[src/rtl/cpu_defs.sv]
// Shared fetch-stage constants: reset/handler vectors, instruction memory
// window, exception codes and the nop encoding.
// Imported by if_pc_unit and if_id_reg; holds no logic of its own.
package cpu_defs;

  localparam logic [31:0] PC_RESET_DEF   = 32'h0000_3000;
  localparam logic [31:0] PC_HANDLER_DEF = 32'h0000_4180;
  localparam logic [31:0] IMEM_LO_DEF    = 32'h0000_3000;
  localparam logic [31:0] IMEM_HI_DEF    = 32'h0000_6FFC;

  localparam logic [4:0]  EXC_NONE = 5'd0;
  localparam logic [4:0]  EXC_ADEL = 5'd4;

  localparam logic [31:0] NOP = 32'h0000_0000;

endpackage

[src/rtl/if_id_reg.sv]
// IF/ID pipeline register with hold and flush.
// Latency: 1 cycle. Reset and flush clear every field; hold freezes all fields.
// Ports: clk, reset, flush, hold, *_in (F-stage values), *_D (registered values).
module if_id_reg
  import cpu_defs::*;
(
  input  logic        clk,
  input  logic        reset,
  input  logic        flush,
  input  logic        hold,
  input  logic [31:0] ir_in,
  input  logic [31:0] pc_in,
  input  logic [31:0] pc4_in,
  input  logic        bd_in,
  input  logic [4:0]  exc_in,
  output logic [31:0] ir_D,
  output logic [31:0] pc_D,
  output logic [31:0] pc4_D,
  output logic        bd_D,
  output logic [4:0]  exc_D
);

  always_ff @(posedge clk) begin
    if (reset || flush) begin
      ir_D  <= NOP;
      pc_D  <= 32'h0;
      pc4_D <= 32'h0;
      bd_D  <= 1'b0;
      exc_D <= EXC_NONE;
    end else if (!hold) begin
      ir_D  <= ir_in;
      pc_D  <= pc_in;
      pc4_D <= pc4_in;
      bd_D  <= bd_in;
      exc_D <= exc_in;
    end
  end

endmodule

[src/rtl/if_pc_unit.sv]
// Fetch PC register, next-PC selection (exception/eret/stall/redirect/+4),
// fetch address-error detection and the IF/ID register feeding the D stage.
// Ports: clk/reset, stall, change/pc_new, branch_D, exc_req, eret/epc, instr_F
// in; imem_addr, pc_F, ir_D, pc_D, pc4_D, bd_D, exc_D out.
module if_pc_unit
  import cpu_defs::*;
#(
  parameter logic [31:0] PC_RESET   = PC_RESET_DEF,
  parameter logic [31:0] PC_HANDLER = PC_HANDLER_DEF,
  parameter logic [31:0] IMEM_LO    = IMEM_LO_DEF,
  parameter logic [31:0] IMEM_HI    = IMEM_HI_DEF
)(
  input  logic        clk,
  input  logic        reset,
  input  logic        stall,
  input  logic        change,
  input  logic [31:0] pc_new,
  input  logic        branch_D,
  input  logic        exc_req,
  input  logic        eret,
  input  logic [31:0] epc,
  input  logic [31:0] instr_F,
  output logic [31:0] imem_addr,
  output logic [31:0] pc_F,
  output logic [31:0] ir_D,
  output logic [31:0] pc_D,
  output logic [31:0] pc4_D,
  output logic        bd_D,
  output logic [4:0]  exc_D
);

  logic [31:0] pc4_F;
  logic [31:0] pc_next;
  logic        adel_F;
  logic [31:0] ir_F;
  logic [4:0]  exc_F;

  assign imem_addr = pc_F;
  assign pc4_F     = pc_F + 32'd4;   // wraps silently at 2^32

  assign adel_F = (pc_F[1:0] != 2'b00) || (pc_F < IMEM_LO) || (pc_F > IMEM_HI);
  // A faulting fetch is replaced by a nop but keeps its PC for EPC.
  assign ir_F   = adel_F ? NOP : instr_F;
  assign exc_F  = adel_F ? EXC_ADEL : EXC_NONE;

  // Exception beats eret, both beat stall; stall drops a concurrent redirect
  // because ID re-asserts it once the pipeline moves again.
  always_comb begin
    pc_next = pc4_F;
    if (exc_req)     pc_next = PC_HANDLER;
    else if (eret)   pc_next = epc;
    else if (stall)  pc_next = pc_F;
    else if (change) pc_next = pc_new;
  end

  always_ff @(posedge clk) begin
    if (reset) pc_F <= PC_RESET;
    else       pc_F <= pc_next;
  end

  // A redirect is not a flush: the instruction fetched alongside it is the
  // delay slot and is loaded normally.
  if_id_reg u_if_id_reg (
    .clk    (clk),
    .reset  (reset),
    .flush  (exc_req || eret),
    .hold   (stall),
    .ir_in  (ir_F),
    .pc_in  (pc_F),
    .pc4_in (pc4_F),
    .bd_in  (branch_D),
    .exc_in (exc_F),
    .ir_D   (ir_D),
    .pc_D   (pc_D),
    .pc4_D  (pc4_D),
    .bd_D   (bd_D),
    .exc_D  (exc_D)
  );

endmodule

[config.mk]
export PLATFORM = sky130hd
export DESIGN_NAME = if_pc_unit
export DESIGN_NICKNAME = d
export VERILOG_FILES = /design/src/rtl/cpu_defs.sv /design/src/rtl/if_id_reg.sv /design/src/rtl/if_pc_unit.sv
export SDC_FILE = /design/constraint.sdc
export NUM_CORES = 1
export LEC_CHECK = 0
export ABC_AREA = 1
export BUFFER_PORTS_ARGS = -buffer_cell sky130_fd_sc_hd__buf_2
export CELL_PAD_IN_SITES_DETAIL_PLACEMENT = 0
export CELL_PAD_IN_SITES_GLOBAL_PLACEMENT = 2
export CORE_MARGIN = 2
export CORE_UTILIZATION = 26
export CTS_CLUSTER_DIAMETER = 200
export DETAILED_ROUTE_END_ITERATION = 7
export PLACE_DENSITY_LB_ADDON = 0.1
export SLEW_MARGIN = 20
export SYNTH_ARGS = -nofsm -noshare
export SYNTH_HDL_FRONTEND = slang
export SYNTH_SLANG_ARGS = --single-unit
[constraint.sdc]
create_clock -name clk -period 3 [get_ports clk]
set_input_delay 0.3 -clock clk [delete_from_list [all_inputs] [get_ports clk]]
set_output_delay 0.3 -clock clk [all_outputs]
set_load 0.05 [all_outputs]
== Yosys cells after proc, flatten, opt, wreduce, memory -nomap -nowiden ==
Cells that the tools add are included.

* Multiplexer cells: 6
* Add/subtract/negate cells: 1
* Reductions and logical operators: 6
* Eq/ne operators: 2
* Magnitude comparators: 2

{| class="wikitable"
|+ Operators by type and width
! operator !! number
|-
| $mux W32 || 4
|-
| $add A32 B3 Y32 const B || 1
|-
| $gt A32 B15 Y1 const B || 1
|-
| $lt A32 B14 Y1 const B || 1
|-
| $mux W15 || 1
|-
| $logic_or A1 B1 Y1 || 4
|-
| $mux W3 || 1
|-
| $ne A3 B1 Y1 const B || 1
|-
| $ne A2 B1 Y1 const B || 1
|-
| $reduce_bool A2 Y1 || 1
|-
| $reduce_or A2 Y1 || 1
|}

* Input port bits: 103
* Flip-flop bits (word level): 134
* Logic and storage cells: 24
* Output and inout port bits: 166

== Depth between registers and ports, before layout ==
* Word-level depth: 5
* Gate-level depth with buffers: 10
* Mapped depth without buffers: 10

== Cells and area by module ==
A second synthesis with hierarchy kept.

* Cell total of the unflattened synthesis: 1161
* Area, all modules: 7439.6 um^2

{| class="wikitable"
|+ Modules (own cells, without submodules)
! module !! times used !! area an instance (um^2) !! cells each !! sequential area each (um^2)
|-
| if_id_reg || 1 || 4262.8 || 647 || 2042.0
|-
| if_pc_unit || 1 || 3176.8 || 514 || 640.6
|}

== Least setup slack after synthesis ==
No wires, ideal clock.

* Path type: register to register
* Start: reg pc_F[3], in the netlist imem_addr[3]
* End: reg u_if_id_reg.pc4_D[16]
* Stages on the path, launching flop included: 8
* Setup slack: 1.118 ns
* Required time: 2.887 ns
* Path buffers: 0
* Arrival: 1.769 ns
* Period minus slack after synthesis: 1.882 ns
* Cells stage by stage: dfxtp_1 > ha_1 > nand3_2 > nor2_1 > nand3_1 > xor2_1 > o21ai_1 > inv_1

* Word-level cells in the longest chain between the ends: 1

{| class="wikitable"
|+ Ends and longest elaborated chain
! item !! line !! text
|-
| from (decl) || if_pc_unit.sv:24 || <nowiki>output logic [31:0] pc_F,</nowiki>
|-
| from (signal assigned) || if_pc_unit.sv:58 || <nowiki>else pc_F <= pc_next;</nowiki>
|-
| $add A32 B3 Y32 || if_pc_unit.sv:39 || <nowiki>assign pc4_F = pc_F + 32'd4;</nowiki>
|-
| to (signal assigned) || if_id_reg.sv:33 || <nowiki>pc4_D <= pc4_in;</nowiki>
|-
| to (decl) || if_id_reg.sv:18 || <nowiki>output logic [31:0] pc4_D,</nowiki>
|}

Every way passes these cells.
A chain may end at the register's enable or synchronous reset.

== Worst setup path in the final report ==
* Start: reg pc_F[3], in the netlist imem_addr[3]
* End: reg pc_F[16], in the netlist imem_addr[16]

* Word-level cells in the longest chain between the ends: 4

{| class="wikitable"
|+ Ends and longest elaborated chain
! item !! line !! text
|-
| $add A32 B3 Y32 || if_pc_unit.sv:39 ||
|-
| $mux W32 || if_pc_unit.sv:53 || <nowiki>else if (change) pc_next = pc_new;</nowiki>
|-
| $mux W32 || if_pc_unit.sv:52 || <nowiki>else if (stall) pc_next = pc_F;</nowiki>
|-
| $mux W32 || if_pc_unit.sv:51 || <nowiki>else if (eret) pc_next = epc;</nowiki>
|}

Every way passes these cells. The select of a mux whose other input is x is not followed.

==> impl_metrics.tcl <==
set metrics [dict create \
    status "finished clean" \
    final_nets 1215 \
    clk_path_buf_depth 2 \
    finalWirelength_um 24600 \
    r2r_end "imem_addr[16]" \
    hold_viol_final 0 \
    syn_to_final_growth_pct 30.8 \
    grt_start_max_net_pins 79 \
    coreArea_sq_mm 0.0235 \
    pre_cts_slack_ps 832 \
    grt_usage_pct 19.1 \
    syn_area_sq_mm 0.00621 \
    total_power_mw 4.53 \
    ys_types 32 \
    ir_drop_uv 346 \
    wl_met1_um 12200 \
    drt_pass1_iterations 5 \
    cts_resized 0 \
    rrSetupSlack_ps 880 \
    wire_per_inst_um 17.1 \
    dp_hpwl_um 18100 \
    path_class "reg -> reg" \
    via_per_inst 4.47 \
    clock_latency_ps 420 \
    die_y_um 159 \
    fmaxAchievable_mhz 472 \
    cts_tree "built" \
    max_slew_margin_pct 33.3 \
    drv_cap 0 \
    grt.overflow.total 0 \
    hp-class "in -> reg" \
    ant_nets 0 \
    p_leak_nw 3.89 \
    dr_wl_met3_um 1370 \
    final_cell_mix "263 x buf_2, 215 x nand2_1, 149 x nor2_1" \
    post_cts_buffers 0 \
    hold_buffers 0 \
    final_common_cell "buf_2" \
    rsz0062_at_grt "false" \
    vias 6455 \
    crit_end "imem_addr[16]" \
    drc 0 \
    period_needed_ps 2120 \
    ys_seq_area_share_pct 41.2 \
    synth-edff-count 0 \
    final_max_slew_viol_count 0 \
    globalplace.congestion 0.838 \
    cts-root-buf "clkbuf_16" \
    syn_avg_cell_area_sq_um 6.90 \
    finalSetupTns_ps 0 \
    fp.dieArea_sq_mm 0.0252 \
    drt_iter0_drc 396 \
    clock-sinks 128 \
    io_buffer_count 264 \
    finalSetupViolCount 0 \
    skew_ps 12.3 \
    placed_area_sq_mm 0.00755 \
    cp_data_required_time_ps 3350 \
    die_w_um 159 \
    routed.top_layer "met4" \
    grt_antenna_before_repair 1 \
    clk_pin_slew_worst_paths_ps 60 \
    ys.flop_type "dfxtp_1" \
    endpoint_kind "flop" \
    worstSetupStartpoint "imem_addr[3]" \
    grt_pass1_vias 5963 \
    setup_ws_ps 881 \
    cts_buffers 17 \
    critPathMaxFanout 6 \
    grt_pass1_wl_um 35800 \
    p_per_area_mw_per_mm2 558 \
    ys_warn_count 0 \
    initial_core_util_pct 26.5 \
    worstPathArrival_ps 2460 \
    fin_area_sq_mm 0.00813 \
    ios 269 \
    max_slew.worst_pin.slew_ps 1000 \
    cp-start-kind "flop" \
    rr_startpoint "imem_addr[3]" \
    row_count 56 \
    async_reset_ff_share_pct 0 \
    reg2reg_depth 7 \
    htree_levels 4 \
    netlist_instances 900 \
    dr_wl_met2_um 10900 \
    synth-seq-cells 128 \
    finalCritPeriodShare_pct 70.6 \
    drive_gt1_share_pct 29.4 \
]
-- power by group --
| group | switching, mW | total (mW) | internal [mW] |
|---|---|---|---|
| Clock | 0.819 | 2.06 | 1.24 |
| Sequential | 0.0646 | 1.80 | 1.74 |
| Combinational | 0.496 | 0.668 | 0.172 |
-- through the flow --
| step | util [%] | std cells | hold WS [ps] |
|---|---|---|---|
| after floorplan | - | 903 | 395 |
| final | 34.6 | 1443 | 124 |
| after global routing | 34.6 | 1443 | 103 |
| after detailed placement | 32.2 | 1411 | 452 |
| after CTS | 34.6 | 1442 | 103 |
| after global placement | 32.2 | 1411 | 451 |
-- flip-flops by register name, summed over array words and instances (netlist names), named ones only --
| name | count |
|---|---|
| u_if_id_reg.pc4_D | 32 |
| u_if_id_reg.exc_D | 1 |
| u_if_id_reg.bd_D | 1 |
| u_if_id_reg.ir_D | 32 |
| u_if_id_reg.pc_D | 30 |
| imem_addr | 30 |
-- synthesized netlist by cell type (7+ instances only) --
library cell / number / area [sq um]
a21oi_1: 103 / 515
nand2_1: 215 / 807
o21ai_0: 55 / 275
xor2_1: 7 / 61.3
nand3_1: 19 / 95.1
clkbuf_1: 29 / 109
nor2_1: 150 / 563
buf_2: 9 / 45.0
inv_1: 64 / 240
a221oi_1: 24 / 210
buf_4: 43 / 323
dfxtp_1: 128 / 2560
-- critical path, cell delays in order, from the launching register on --
cell and delay [ps]:
dfxtp_1 480, ha_1 330, nand3_2 150, nor2_1 370
nand3_1 140, xor2_1 360, nand2_1 90, a21oi_1 120
-- metal layers --
| layer | track usage, % | up-vias |
|---|---|---|
| met2 | 29.3 | 206 |
| met1 | 27.9 | 2940 |
| met4 | 3.82 | 0 |
| met3 | 3.70 | 9 |
| li1 | - | 3300 |
| met5 | 0 | - |
-- how the worst min path moves through the flow --
| stage | start | endpoint | cells after the start |
|---|---|---|---|
| 6_report | instr_F[30] | u_if_id_reg.ir_D[30] | 3 |
| 5_1_grt | instr_F[10] | u_if_id_reg.ir_D[10] | 3 |
| 4_1_cts | instr_F[30] | u_if_id_reg.ir_D[30] | 3 |
| 3_5_place_dp | u_if_id_reg.ir_D[19] | u_if_id_reg.ir_D[19] | 2 |
| 3_3_place_gp | u_if_id_reg.ir_D[17] | u_if_id_reg.ir_D[17] | 2 |
| 2_1_floorplan | reset | imem_addr[12] | 2 |
-- cell type report --
type	count	area, sq um
diodes	1	2.50
inverters	69	260
repair buffers	274	1410
clock buffers	18	439
fillers	2655	15300
flip-flops and latches	128	2560
multi-input cells	621	2910
well taps	319	399
clock inverters	13	138
-- cell families after synthesis --
family	synth area share (%)
compound gates	17.3
xor+xnor	1.79
fa+ha+maj	0.201
buf+inv	12.1
flops	41.2
other cells	0.0604
simple gates	27.4
(Power assumes the default switching activity.)
